## src/rtl/cond_flags_unit.sv

```systemverilog
`default_nettype none
// ============================================================================
// Module   : cond_flags_unit
// Purpose  : Banked NZCV condition-flag registers with per-flag write
//            masking, a per-bank save/restore stack for exception entry and
//            return, and ARM 4-bit condition-code evaluation.
// Ports    : clk, reset (async, active-low)
//            bank_sel           - bank used by every read/write/push/pop
//            wr_en, wr_mask     - flag write strobe and {C,V,Z,N} enables
//            negative, zero, overflow, carry_out - new ALU flags
//            push, pop, err_clr - stack save / restore / error clear
//            cond               - condition code to evaluate
//            q                  - selected bank flags {C,V,Z,N}
//            cond_pass          - condition holds
//            stack_full, stack_empty, stack_cnt, stack_err - stack status
// Config   : COND_FLAGS_BYPASS_EN - when defined, cond_pass sees the
//            same-cycle masked write; otherwise registered flags only.
// Revision : 1.0 - initial release
// ============================================================================
module cond_flags_unit #(
    parameter  int NUM_BANKS   = 2,
    parameter  int STACK_DEPTH = 4,
    localparam int BW          = (NUM_BANKS > 1) ? $clog2(NUM_BANKS) : 1,
    localparam int CW          = $clog2(STACK_DEPTH + 1)
) (
    input  logic          clk,
    input  logic          reset,
    input  logic [BW-1:0] bank_sel,
    input  logic          wr_en,
    input  logic [3:0]    wr_mask,
    input  logic          negative,
    input  logic          zero,
    input  logic          overflow,
    input  logic          carry_out,
    input  logic          push,
    input  logic          pop,
    input  logic          err_clr,
    input  logic [3:0]    cond,
    output logic [3:0]    q,
    output logic          cond_pass,
    output logic          stack_full,
    output logic          stack_empty,
    output logic [CW-1:0] stack_cnt,
    output logic          stack_err
);

    // Arrays are sized to powers of two so every index is exactly as wide
    // as the selector driving it; the extra entries are never written.
    localparam int NB = 2 ** BW;
    localparam int SW = (STACK_DEPTH > 1) ? $clog2(STACK_DEPTH) : 1;
    localparam int SD = 2 ** SW;

    logic [3:0]    flags_q [NB];
    logic [3:0]    flags_d [NB];
    logic [CW-1:0] cnt_q   [NB];
    logic [CW-1:0] cnt_d   [NB];
    logic [NB-1:0] err_q;
    logic [NB-1:0] err_d;
    logic [NB-1:0] push_ok;
    logic [3:0]    stack_q [NB][SD];

    logic          bank_ok;
    logic [BW-1:0] rd_idx;
    logic [3:0]    new_flags;
    logic [3:0]    eval_flags;

    assign new_flags = {carry_out, overflow, zero, negative};

    // Out-of-range selects only exist when NUM_BANKS is not a power of two.
    generate
        if (NB == NUM_BANKS) begin : g_pow2_banks
            assign bank_ok = 1'b1;
        end else begin : g_npow2_banks
            assign bank_ok = ({{(32-BW){1'b0}}, bank_sel} < 32'(NUM_BANKS));
        end
    endgenerate

    assign rd_idx = bank_ok ? bank_sel : '0;

    // ------------------------------------------------------------------
    // Next-state logic per bank
    // ------------------------------------------------------------------
    always_comb begin
        logic          sel;
        logic          full;
        logic          empty;
        logic          pop_ok;
        logic          err_ev;
        logic [SW-1:0] top;
        for (int b = 0; b < NB; b++) begin
            sel    = bank_ok && (bank_sel == BW'(b));
            full   = (cnt_q[b] == CW'(STACK_DEPTH));
            empty  = (cnt_q[b] == '0);
            top    = SW'(cnt_q[b] - CW'(1));
            pop_ok = sel && pop && !push && !empty;
            push_ok[b] = sel && push && !pop && !full;
            err_ev = sel && ((push && pop) || (push && full) || (pop && empty));

            flags_d[b] = flags_q[b];
            cnt_d[b]   = cnt_q[b];
            err_d[b]   = err_q[b];

            // A successful pop restores all four bits and beats any write.
            if (pop_ok) begin
                flags_d[b] = stack_q[b][top];
            end else if (sel && wr_en) begin
                flags_d[b] = (flags_q[b] & ~wr_mask) | (new_flags & wr_mask);
            end

            if (push_ok[b]) begin
                cnt_d[b] = cnt_q[b] + CW'(1);
            end else if (pop_ok) begin
                cnt_d[b] = cnt_q[b] - CW'(1);
            end

            // A fresh error in the same cycle as err_clr keeps the flag set.
            if (err_ev) begin
                err_d[b] = 1'b1;
            end else if (sel && err_clr) begin
                err_d[b] = 1'b0;
            end
        end
    end

    // ------------------------------------------------------------------
    // State registers
    // ------------------------------------------------------------------
    always_ff @(posedge clk or negedge reset) begin
        if (!reset) begin
            for (int b = 0; b < NB; b++) begin
                flags_q[b] <= '0;
                cnt_q[b]   <= '0;
            end
            err_q <= '0;
        end else begin
            for (int b = 0; b < NB; b++) begin
                flags_q[b] <= flags_d[b];
                cnt_q[b]   <= cnt_d[b];
            end
            err_q <= err_d;
        end
    end

    // Stack storage needs no reset: occupancy alone defines valid entries.
    // The pushed value is the registered flags, i.e. the pre-write value.
    always_ff @(posedge clk) begin
        for (int b = 0; b < NB; b++) begin
            if (push_ok[b]) begin
                stack_q[b][cnt_q[b][SW-1:0]] <= flags_q[b];
            end
        end
    end

    // ------------------------------------------------------------------
    // Outputs
    // ------------------------------------------------------------------
    assign q           = flags_q[rd_idx];
    assign stack_cnt   = cnt_q[rd_idx];
    assign stack_full  = (cnt_q[rd_idx] == CW'(STACK_DEPTH));
    assign stack_empty = (cnt_q[rd_idx] == '0);
    assign stack_err   = err_q[rd_idx];

`ifdef COND_FLAGS_BYPASS_EN
    // Merge the in-flight masked write so a compare and its dependent
    // branch resolve in the same cycle.
    assign eval_flags = (bank_ok && wr_en)
                      ? ((flags_q[rd_idx] & ~wr_mask) | (new_flags & wr_mask))
                      : flags_q[rd_idx];
`else
    assign eval_flags = flags_q[rd_idx];
`endif

    function automatic logic cond_eval(input logic [3:0] code, input logic [3:0] f);
        logic n;
        logic z;
        logic v;
        logic c;
        logic r;
        n = f[0];
        z = f[1];
        v = f[2];
        c = f[3];
        case (code)
            4'h0:    r = z;
            4'h1:    r = !z;
            4'h2:    r = c;
            4'h3:    r = !c;
            4'h4:    r = n;
            4'h5:    r = !n;
            4'h6:    r = v;
            4'h7:    r = !v;
            4'h8:    r = c && !z;
            4'h9:    r = !c || z;
            4'hA:    r = (n == v);
            4'hB:    r = (n != v);
            4'hC:    r = !z && (n == v);
            4'hD:    r = z || (n != v);
            default: r = 1'b1;
        endcase
        return r;
    endfunction

    assign cond_pass = cond_eval(cond, eval_flags);

endmodule
`default_nettype wire

```

## config.mk

```make
export PLATFORM = sky130hd
export DESIGN_NAME = cond_flags_unit
export DESIGN_NICKNAME = d
export VERILOG_FILES = /design/src/rtl/cond_flags_unit.sv
export SDC_FILE = /design/constraint.sdc
export NUM_CORES = 1
export LEC_CHECK = 0
export ABC_AREA = 1
export CAP_MARGIN = 20
export CELL_PAD_IN_SITES_DETAIL_PLACEMENT = 1
export CELL_PAD_IN_SITES_GLOBAL_PLACEMENT = 2
export CORE_UTILIZATION = 37
export DETAILED_ROUTE_END_ITERATION = 10
export PLACE_DENSITY = 0.95
export RECOVER_POWER = 25
export SYNTH_ARGS = -nofsm -noshare
export SYNTH_HDL_FRONTEND = slang
export SYNTH_SLANG_ARGS = --single-unit
```

## constraint.sdc

```tcl
create_clock -name clk -period 3.04 [get_ports clk]
set_input_delay 0.456 -clock clk [delete_from_list [all_inputs] [get_ports clk]]
set_output_delay 0.456 -clock clk [all_outputs]
set_load 0.05 [all_outputs]
```

* Yosys cells after proc, flatten, opt, wreduce, memory -nomap -nowiden
Memories as Yosys holds them, arrays and structs flattened.
Cells that the tools add are included.
** Storage, ports and cells
- Flip-flop bits (word level) :: 16
- Latch bits :: 0
- RAM bits :: 32
- ROM bits :: 0
- Input port bits :: 19
- Output and inout bits :: 11
- Logic and storage cells :: 141
- Memories :: 1
** Memories
- stack_q :: words 2, width 16, rd ports 2, clocked after memory_dff 0, wr ports 1, RTL line 60 : logic [3:0] stack_q [NB][SD];
** Operators by class
- $add $sub $neg :: 4
- Multiply operators :: 0
- Divide/modulo/power cells :: 0
- Order comparisons :: 8
- Eq/ne operators :: 18
- Shift operators :: 0
- Muxes and demuxes :: 38
- Bitwise operators :: 12
- Reductions and logical operators :: 54
** Operator list (number)
- 16-bit 2-to-1 mux :: 4
- 4-bit 2-to-1 mux :: 13
- 1-bit logical AND :: 27
- 4-bit == test, second input constant :: 6
- 3-bit 2-to-1 mux :: 7
- 4-bit binary-select mux with 2-bit select :: 2
- 4-bit demux with 2-bit select :: 2
- 4-bit by 3-bit == test with 1-bit output, second input constant :: 4
- 16-bit OR reduction :: 1
- 1-bit one-hot mux with 14 select lines :: 1
- 4-bit AND :: 3
- 3-bit >= comparator, second input constant :: 4
- 2-bit NOT with 3-bit output :: 4
- 2-bit nonzero test :: 6
- 1-bit logical NOT :: 10
- 3-bit == test, second input constant :: 3
- 3-bit logical NOT :: 3
- 1-bit 2-to-1 mux :: 9
- 4-bit by 2-bit == test with 1-bit output, second input constant :: 2
- 4-bit OR :: 2
- 3-bit by 1-bit adder with 3-bit output, second input constant :: 2
- 1-bit logical OR :: 6
- 3-bit by 1-bit < comparator with 1-bit output, second input constant :: 2
- 3-bit by 1-bit subtractor with 3-bit output, second input constant :: 2
- other kinds (9) :: 9

* Logic depth before layout (Yosys ltp)
Gate-level depths: netlist (run 1).
- Depth after elaboration :: 8
- Mapped depth :: 13
- Depth with buffers taken out :: 11

* Worst setup path after synthesis (run 1)
Ideal clock, no wire load.
- Path kind :: input port to output port
- Start point :: input port bank_sel
- End point :: output port stack_empty
- Arrival time :: 2.393 ns
- Required time :: 2.584 ns
- Path slack :: 0.191 ns
- Stages on the path :: 6
- Cells stage by stage :: buf_6 buf_4 nand2_1 o21ai_0 or2_1 nor2_1
** Between the ends
- Word-level cells in the longest chain between the ends :: 5
** RTL lines
- start, declared :: RTL line 28 : input logic [BW-1:0] bank_sel,
- 1-bit NOT with 2-bit output
- 3-bit 2-to-1 mux (3 in series)
- named net stack_cnt[1] :: RTL line 43 : output logic [CW-1:0] stack_cnt,
- 3-bit logical NOT :: RTL line 160 : assign stack_empty = (cnt_q[rd_idx] == '0);
- end, declared :: RTL line 42 : output logic stack_empty,
The timed path passes the listed nets, and every way through them passes these cells. The select of a mux whose other input is x is not followed.

* Final worst setup path (run 1)
- Start point :: input port bank_sel
- End point :: output port cond_pass
** Between the ends
- Word-level cells in the longest chain between the ends :: 7
- Elaborated cells between the ends (all ways) :: 15
** RTL lines
- 1-bit NOT with 2-bit output (not written as such) (*) :: RTL line 170 : assign eval_flags = flags_q[rd_idx];
- 4-bit 2-to-1 mux (not written as such) (*) (3 in series) :: RTL line 170
- 1-bit != test (tied with other cells) :: RTL line 195, 197
- 1-bit logical OR (tied with other cells) :: RTL line 197 : 4'hD: r = z || (n != v);
- 1-bit one-hot mux with 14 select lines (*) :: RTL line 183 : case (code)
- end, declared :: RTL line 40 : output logic cond_pass,
Mark *: on every way between the ends. The rest lies on a longest branch, timed or not. The select of a mux whose other input is x is not followed.

==> results.txt, run 1 <==
run status: finished with violations
failing checks: DRC
DP HPWL: 4800 um
count of cell types in the netlist: 29
largest stage delay on the critical path: 0.57 ns
post-CTS setup buffers: 0
gr usage total: 19.5%
Worst path slowest cell: clkdlybuf4s50_1
CP Max Fanout: 14
hold crit path type: reg -> reg
Synth Area per Inst: 8.98 um^2
Synth Area in Simple Gates: 19.0%
crit path from: bank_sel
Worst R2R Setup Slack: 0.78 ns
Critical path destination: cond_pass
die width: 84.9 um
IO Count: 30
critical path arrival: 2.24 ns
Via density: 5.11
Wirelength per Cell: 15.9 um
Worst-Skew Late Latency: 0.30 ns
TritonCTS Buffers: 5
gp weighted congestion: 0.798
Seq/Total Area, Yosys: 53.5%
CP cell instances: clkdlybuf4s50_1, inv_4, nand2_1, nand2_1, nand2_1, nand3_1, nand2_1, nand2_1, nand3_1, nand2_1, inv_1, nand2_1, buf_12
internal power: 1.62 mW
Worst Max-Slew Pin Slew: 0.781 ns
adder-cell share of the synthesized area: 4.92%
achievable frequency: 371 MHz
Hold Violations, Final: 0
CTS clock-pin slew for the worst setup and hold paths: 0.09 ns
Switching Fraction: 42.6%
Leakage Power: 1.34 nW
number of max-cap violations: 0
NumNets Final: 346
Syn Nets: 312
post-layout min period: 2.69 ns
post-route setup slack: 0.345 ns
clk_skew: 0.00351 ns
DR vias: 2,019
routed wire length: 6280 um
Final ANT Viol Nets: 0
Placement Setup Slack: 0.332 ns
Mapped Cells: 283
Worst Reg-to-Reg Cells: 5
kind of critical path: in -> out
Final TNS setup: 0 ns
final setup vio count: 0
crit path capture type: output pin
reg-to-reg critical path endpoint: stack_q[0][15]
share of layout cells above drive strength 1: 9.75%
worst r2r src: cnt_q[3]
hold_sp: err_q[0]
relative slew slack: 47.8%
Ant. Diodes: 0
CTS tree: built
share of the synthesized area in the top cell type: 37.8%
Seq cells post-synth: 48
drt first pass iters: 7
Final Slew Violations: 0
Syn-to-layout area delta: 20.6%
Combinational Power Share: 44.7%
Peak VDD IR: 0.351 mV
CTS Buffer Depth: 2
combinational family with the most area after synthesis: simple AND/OR/NAND/NOR gates
most frequent cells in the layout: nand2_1, inv_1, nor2_1
multiplexer share of the synthesized area: 0.394%
core area: 0.00649 mm^2
most common cell after layout, fill and taps aside: nand2_1
Sequential Power Share: 38.9%
Layout fillers: 732
CTS H-tree depth: 2
Mapped Area: 0.00254 mm^2
Die Area: 0.00721 mm^2
switching pwr: 1.20 mW
# clock sinks: 48
Initial Util: 39.1%
remaining design rule violation count: 2
Compound-Gate Fraction of Synth Area: 12.5%
largest net degree at the start of global routing: 17
vias in the first global route: 2,079
total gr overflow: 0
Synth Warn #: 0
die height: 84.9 um
Crit path required time: 2.58 ns
post_cts resized: 0
Worst setup SP type: input port
largest area contributor in the netlist: edfxtp_1
share of total power in the clock network: 16.4%
first-pass GRT wire length: 10,800 um
initial antenna violation count: 0
hold buffers post-CTS: 0
RSZ-0062 raised after global routing: false
final period utilization: 88.6%
clk root buf: clkbuf_8
Cell Pwr Density: 917 mW/mm^2
PortBufs: 29
CP dominant cell by count: nand2_1
Iteration-0 DRC Markers: 64
num rows: 29
post-synthesis xor/xnor area fraction: 1.72%
Synth area leaders: edfxtp_1, dfrtp_1, nand2_1
## Yosys cell counts
| cell type | instances |
|---|---|
| a21oi_1 | 12 |
| or2_1 | 2 |
| buf_6 | 2 |
| a22o_1 | 2 |
| o21bai_1 | 1 |
| o21ai_0 | 24 |
| o21ai_1 | 4 |
| edfxtp_1 | 32 |
| nand2_1 | 56 |
| inv_2 | 2 |
| xor2_1 | 5 |
| o21ai_2 | 1 |
| inv_4 | 1 |
| dfrtp_1 | 16 |
| buf_4 | 1 |
| nand2_2 | 4 |
| a32o_1 | 1 |
| nor2_1 | 37 |
| inv_1 | 37 |
| nand3_1 | 14 |
| nand2_4 | 1 |
| clkinv_1 | 2 |
| mux2i_1 | 1 |
| and2_1 | 1 |
| o311ai_0 | 2 |
| nand3_2 | 1 |
| o22ai_1 | 9 |
| ha_1 | 10 |
| buf_2 | 2 |
## worst min-delay path by stage
stage | depth (start not counted) | end | slack (ns)
4_1_cts | 1 | err_q[1] | 0.52
2_1_floorplan | 0 | asynchronous set/reset pin | 0.16
3_5_place_dp | 1 | err_q[1] | 0.50
6_report | 1 | err_q[0] | 0.52
3_3_place_gp | 1 | err_q[1] | 0.49
5_1_grt | 1 | err_q[0] | 0.54
## layout make-up
cell class | instances | area [um^2] | share of cell area (%)
clock buffer | 6 | 72.6 | 2.37
clock inverter | 2 | 35.0 | 1.14
inverter | 42 | 160 | 5.22
multi-input combinational | 188 | 981 | 32.0
sequential | 48 | 1360 | 44.4
tap | 77 | 96.3 | 3.14
timing repair buffer | 32 | 360 | 11.8
## cell families after synthesis
| logic type | after synthesis |
|---|---|
| muxes | 1 |
| buffers and inverters | 47 |
| AOI/OAI and AO/OA | 56 |
| and+or+nand+nor | 116 |
| adders and majority gates | 10 |
| xor gates and xnor gates | 5 |
| DFF | 48 |
## power groups by stage
stage	sequential, mW	combinational (mW)	clock [mW]
2_1_floorplan	1.00	0.878	0
3_3_place_gp	1.10	1.24	0
5_1_grt	1.12	1.42	0.487
4_1_cts	1.10	1.27	0.469
6_report	1.09	1.26	0.461
3_5_place_dp	1.11	1.26	0
## metrics by stage
stage / area (um^2) / utilization, % / std cells / hold slack [ns] / power, mW
final: 3070 / 47.2 / 395 / 0.523 / 2.81
after CTS: 3070 / 47.2 / 395 / 0.521 / 2.84
after global routing: 3070 / 47.2 / 395 / 0.542 / 3.03
after global placement: 2960 / 45.6 / 387 / 0.492 / 2.34
after floorplan: 2540 / - / 283 / 0.160 / 1.88
after detailed placement: 2960 / 45.6 / 387 / 0.501 / 2.37
## critical path: cells and delay by family
kind / cells / cell delay (ns)
and+or+nand+nor: 9 / 0.78
buffers and inverters: 4 / 0.99
## per-layer routing
layer,up-vias,track usage [%],part of all wire [%]
met5,-,0,0
met4,0,6.01,1.5
met2,34,33.3,48
met3,7,2.63,2.9
met1,982,26.1,47
li1,996,-,-
(Power assumes the default switching activity.)
==> run 2: changes to the inputs <==
--- a/config.mk
+++ b/config.mk
@@ -9,8 +9,10 @@
 export CAP_MARGIN = 20
 export CELL_PAD_IN_SITES_DETAIL_PLACEMENT = 1
 export CELL_PAD_IN_SITES_GLOBAL_PLACEMENT = 2
-export CORE_UTILIZATION = 37
+export CORE_UTILIZATION = 38
+export CTS_BUF_LIST = sky130_fd_sc_hd__clkbuf_4 sky130_fd_sc_hd__clkbuf_8
 export DETAILED_ROUTE_END_ITERATION = 10
+export HOLD_SLACK_MARGIN = 0.1
 export PLACE_DENSITY = 0.95
 export RECOVER_POWER = 25
 export SYNTH_ARGS = -nofsm -noshare
==> run 2 against run 1 <==
Against the previous run: the flow now finishes without violations; utilization up 0.86 points; worst setup slack lost 0.0026 ns; flip-flop and latch count is the same; sequential power about the same; clock-buffer cell count stayed put; critical path depth unchanged; global-route usage decreased by 0.51 points; via count grew 0.64%; die area decreased by 2.6%; register-to-register slack better by 0.04 ns; critical path type unchanged; critical endpoint unchanged; largest cell class unchanged.
==> results.txt, run 2 (same netlist as run 1, synthesis figures left out) <==
Fin Hold WS: 0.527 ns (+0.00341 ns)
Worst Reg-to-Reg Cells: 5 (unchanged)
remaining design rule violation count: 0 (-2)
post-CTS setup buffers: 0 (unchanged)
most frequent cells in the layout: nand2_1, inv_1, nor2_1
Worst setup SP type: input port
initial antenna violation count: 0 (unchanged)
IO Count: 30 (unchanged)
Peak VDD IR: 0.472 mV (+34%)
Worst Max-Slew Pin Slew: 0.829 ns (+0.0481 ns)
clk root buf: clkbuf_8
vias in the first global route: 2,070 (-0.43%)
Worst Hold Depth: 1 (unchanged)
clk_skew: 0.0106 ns (+0.00709 ns)
Crit path required time: 2.58 ns (about the same)
Final Slew Violations: 0 (unchanged)
critical path arrival: 2.24 ns (about the same)
post-route setup slack: 0.343 ns (-0.00261 ns)
gp weighted congestion: 0.784 (-1.8%)
Placement Setup Slack: 0.324 ns (-0.00797 ns)
relative slew slack: 44.6% (-3.2 points)
DR vias: 2,032 (+0.64%)
most common cell after layout, fill and taps aside: nand2_1
first-pass GRT wire length: 10,300 um (-5.0%)
Syn-to-layout area delta: 20.8%
CTS clock-pin slew for the worst setup and hold paths: 0.08 ns (about the same)
num rows: 29 (unchanged)
CTS Buffer Depth: 2 (unchanged)
achievable frequency: 371 MHz (about the same)
crit path capture type: output pin
CTS H-tree depth: 2 (unchanged)
Die Area: 0.00702 mm^2 (-2.6%)
Leakage Power: 1.34 nW (+0.26%)
Via density: 5.14 (+0.64%)
Ant. Diodes: 0 (unchanged)
run status: completed
CTS tree: built
total gr overflow: 0 (unchanged)
Worst-Skew Late Latency: 0.31 ns (about the same)
Hold Violations, Final: 0 (unchanged)
Cell Pwr Density: 917 mW/mm^2 (about the same)
TritonCTS Buffers: 5 (unchanged)
Final TNS setup: 0 ns (unchanged)
hold crit path type: reg -> reg
routed wire length: 6210 um (-1.1%)
gr usage total: 19.0% (-0.51 points)
CP Max Fanout: 14 (unchanged)
die width: 83.8 um (-1.3%)
core area: 0.00639 mm^2 (-1.7%)
post_cts resized: 0 (unchanged)
NumNets Final: 346 (unchanged)
drt first pass iters: 4 (-3)
largest net degree at the start of global routing: 17 (unchanged)
die height: 83.8 um (-1.3%)
Wirelength per Cell: 15.7 um (-1.1%)
final setup vio count: 0 (unchanged)
post-layout min period: 2.70 ns (+0.00261 ns)
Initial Util: 39.8% (+0.67 points)
share of layout cells above drive strength 1: 10.1% (+0.31 points)
DP HPWL: 4770 um (-0.60%)
kind of critical path: in -> out
# clock sinks: 48 (unchanged)
hold buffers post-CTS: 0 (unchanged)
Final ANT Viol Nets: 0 (unchanged)
final core utilization: 48.1% (+0.86 points)
PortBufs: 29 (unchanged)
RSZ-0062 raised after global routing: false
number of max-cap violations: 0 (unchanged)
Iteration-0 DRC Markers: 66 (+3.1%)
final period utilization: 88.7% (about the same)
==> run 2: through the flow <==
stage	std cells	total power [mW]	area (um^2)
after CTS	395	2.84	3070
final	395	2.81	3070
after detailed placement	387	2.37	2960
after floorplan	283	1.88	2540
after global routing	395	3.00	3070
after global placement	387	2.33	2960
==> run 2: power by group <==
part / internal [mW] / switching (mW)
Clock: 0.253 / 0.215
Sequential: 0.890 / 0.198
Combinational: 0.481 / 0.778
Total: 1.62 / 1.19
==> run 2: per-layer routing <==
layer  wire [um]  global-route usage (%)
met1        2960                    25.2
met2        2940                    31.7
met3         224                    3.46
met4          82                    6.01
met5           0                       0
==> run 2: critical path: stages <==
cell and delay [ns]:
clkdlybuf4s50_1 0.66, inv_4 0.15, nand2_1 0.09, nand2_1 0.13, nand2_1 0.09, nand3_1 0.12, nand2_1 0.08, nand2_1 0.05
nand3_1 0.07, nand2_1 0.05, inv_1 0.05, nand2_1 0.08, buf_12 0.16
==> run 2: cell type report <==
| class | instances | area, um^2 |
|---|---|---|
| fill | 743 | 3320 |
| sequential | 48 | 1360 |
| multi-input combinational | 188 | 981 |
| timing repair buffer | 32 | 360 |
| inverter | 42 | 160 |
| tap | 77 | 96.3 |
| clock buffer | 6 | 76.3 |
| clock inverter | 2 | 35.0 |
==> run 2: worst paths after layout <==
kind | to | startpoint | slack, ns
setup reg to reg | stack_q[0][21] | cnt_q[0] | 0.82
min in group asynchronous | err_q[1] | reset | 0.62
hold / removal | cnt_q[5] | cnt_q[5] | 0.53
max in group asynchronous | asynchronous set/reset pin | reset | 1.90
setup / recovery | cond_pass | bank_sel | 0.34
hold reg to reg | cnt_q[5] | cnt_q[5] | 0.53
==> run 3: changes to the inputs <==
--- a/config.mk
+++ b/config.mk
@@ -13,7 +13,7 @@
 export CTS_BUF_LIST = sky130_fd_sc_hd__clkbuf_4 sky130_fd_sc_hd__clkbuf_8
 export DETAILED_ROUTE_END_ITERATION = 10
 export HOLD_SLACK_MARGIN = 0.1
-export PLACE_DENSITY = 0.95
+export PLACE_DENSITY_LB_ADDON = 0.1
 export RECOVER_POWER = 25
 export SYNTH_ARGS = -nofsm -noshare
 export SYNTH_HDL_FRONTEND = slang
==> run 3 against run 2 <==
Against the previous run: clock power shrank 16%; combinational power is essentially flat; worst hold slack lost 0.0039 ns; sequential power is essentially flat; highest routed layer unchanged; via count shrank 0.79%; critical path type unchanged; fmax grew 0.50%; clock skew grew 0.0078 ns; flip-flop and latch count is the same.
==> results.txt, run 3 (same netlist as run 1, synthesis figures left out) <==
run status: completed
core area: 0.00639 mm^2 (unchanged)
switching pwr: 1.19 mW (+0.15%)
non-filler cells, final: 395 (unchanged)
internal power: 1.57 mW (-3.1%)
Worst Reg-to-Reg Cells: 5 (unchanged)
Combinational Power Share: 46.5% (+1.8 points)
Syn-to-layout area delta: 21.5%
most frequent cells in the layout: nand2_1, inv_1, nor2_1
Worst R2R Setup Slack: 0.86 ns (+0.04 ns)
CP dominant cell by count: nand2_1
Worst setup SP type: input port
gr usage total: 18.8% (-0.21 points)
Cell Pwr Density: 895 mW/mm^2 (-2.3%)
hold_sp: err_q[0]
vias in the first global route: 2,060 (-0.48%)
first-pass GRT wire length: 10,300 um (+0.14%)
Placement Setup Slack: 0.334 ns (+0.00976 ns)
gp weighted congestion: 0.757 (-3.5%)
clk_skew: 0.0184 ns (+0.00777 ns)
Layout fillers: 765 (+3.0%)
largest net degree at the start of global routing: 17 (unchanged)
CP Max Fanout: 14 (unchanged)
DP HPWL: 4640 um (-2.6%)
CTS H-tree depth: 2 (unchanged)
post-route setup slack: 0.356 ns (+0.0134 ns)
die width: 83.8 um (unchanged)
IO Count: 30 (unchanged)
Worst Max-Slew Pin Slew: 0.797 ns (-0.0323 ns)
post-CTS setup buffers: 0 (unchanged)
RSZ-0062 raised after global routing: false
Worst path slowest cell: clkdlybuf4s50_1
post-layout min period: 2.68 ns (-0.0134 ns)
share of layout cells above drive strength 1: 10.1% (unchanged)
Peak VDD IR: 0.540 mV (+14%)
Final TNS setup: 0 ns (unchanged)
remaining design rule violation count: 0 (unchanged)
worst r2r src: cnt_q[0]
post_cts resized: 0 (unchanged)
Crit path required time: 2.58 ns (about the same)
hold crit path type: reg -> reg
# clock sinks: 48 (unchanged)
Final Slew Violations: 0 (unchanged)
Leakage Power: 1.35 nW (+0.18%)
number of max-cap violations: 0 (unchanged)
achievable frequency: 373 MHz (+0.50%)
Iteration-0 DRC Markers: 107 (+62%)
Worst-Skew Late Latency: 0.30 ns (about the same)
total gr overflow: 0 (unchanged)
TritonCTS Buffers: 5 (unchanged)
clk root buf: clkbuf_8
num rows: 29 (unchanged)
Sequential Power Share: 39.4% (+0.8 points)
largest stage delay on the critical path: 0.59 ns (-0.07 ns)
initial antenna violation count: 0 (unchanged)
Die Area: 0.00702 mm^2 (unchanged)
die height: 83.8 um (unchanged)
Final ANT Viol Nets: 0 (unchanged)
most common cell after layout, fill and taps aside: nand2_1
final period utilization: 88.3% (-0.44 points)
crit path capture type: output pin
PortBufs: 29 (unchanged)
CP cell instances: clkdlybuf4s50_1, inv_4, nand2_1, nand2_1, nand2_1, nand3_1, nand2_1, nand2_1, nand3_1, nand2_1, nand2_1, buf_12
share of total power in the clock network: 14.1% (-2.5 points)
placed instance count: 387 (unchanged)
Ant. Diodes: 0 (unchanged)
Via density: 5.10 (-0.79%)
Min-Delay Endpoint: err_q[0]
Switching Fraction: 43.1% (+0.82 points)
DR vias: 2,016 (-0.79%)
critical path arrival: 2.23 ns (about the same)
Wirelength per Cell: 15.0 um (-4.8%)
CP Buf/Inv Count: 3 (-1)
Hold Violations, Final: 0 (unchanged)
final core utilization: 48.4% (+0.27 points)
Fin Hold WS: 0.523 ns (-0.00393 ns)
CTS Buffer Depth: 2 (unchanged)
CTS tree: built
NumNets Final: 346 (unchanged)
final setup vio count: 0 (unchanged)
Worst Hold Depth: 1 (unchanged)
hold buffers post-CTS: 0 (unchanged)
relative slew slack: 46.7% (+2.2 points)
CTS clock-pin slew for the worst setup and hold paths: 0.09 ns (about the same)
Initial Util: 39.8% (unchanged)
drt first pass iters: 4 (unchanged)
reg-to-reg critical path endpoint: stack_q[0][28]
routed wire length: 5910 um (-4.8%)
Top Family by Delay on Critical Path: buffers and inverters
kind of critical path: in -> out
-- run 3: cell type report --
| cell class | instances | area, um^2 | share of cell area, % |
|---|---|---|---|
| Clock buffer | 5 | 68.8 | 2.23 |
| Clock inverter | 3 | 22.5 | 0.729 |
| Inverter | 42 | 160 | 5.19 |
| Multi-Input combinational cell | 188 | 981 | 31.8 |
| Sequential cell | 48 | 1360 | 44.1 |
| Tap cell | 77 | 96.3 | 3.12 |
| Timing Repair Buffer | 32 | 398 | 12.9 |
-- run 3: power by group through the flow --
stage | Combinational, mW | Sequential [mW] | Clock [mW]
floorplan | 0.878 | 1.00 | 0
global placement | 1.29 | 1.10 | 0
detailed placement | 1.31 | 1.11 | 0
CTS | 1.31 | 1.09 | 0.402
global route | 1.45 | 1.12 | 0.418
finish | 1.29 | 1.09 | 0.391
-- run 3: worst max-delay path by stage --
stage                        start           to  depth (start not counted)  slack (ns)
final                     bank_sel    cond_pass                         12        0.36
after global routing      bank_sel    cond_pass                         13        0.18
after detailed placement  bank_sel    cond_pass                         12        0.33
after floorplan           bank_sel  stack_empty                          6        0.19
after CTS                 bank_sel    cond_pass                         12        0.32
after global placement    bank_sel    cond_pass                         12        0.40
-- run 3: stage by stage --
step                instance area [um^2]  power, mW
floorplan                           2540       1.88
global placement                    3000       2.39
detailed placement                  3000       2.41
CTS                                 3090       2.81
global route                        3090       2.98
finish                              3090       2.77
-- run 3: metal layers --
metal	track usage, %	part of all wire (%)	up-vias
li1	-	-	995
met1	25.9	48	980
met2	30.7	47	35
met3	3.26	3.2	6
met4	5.08	0.86	0
met5	0	0	-
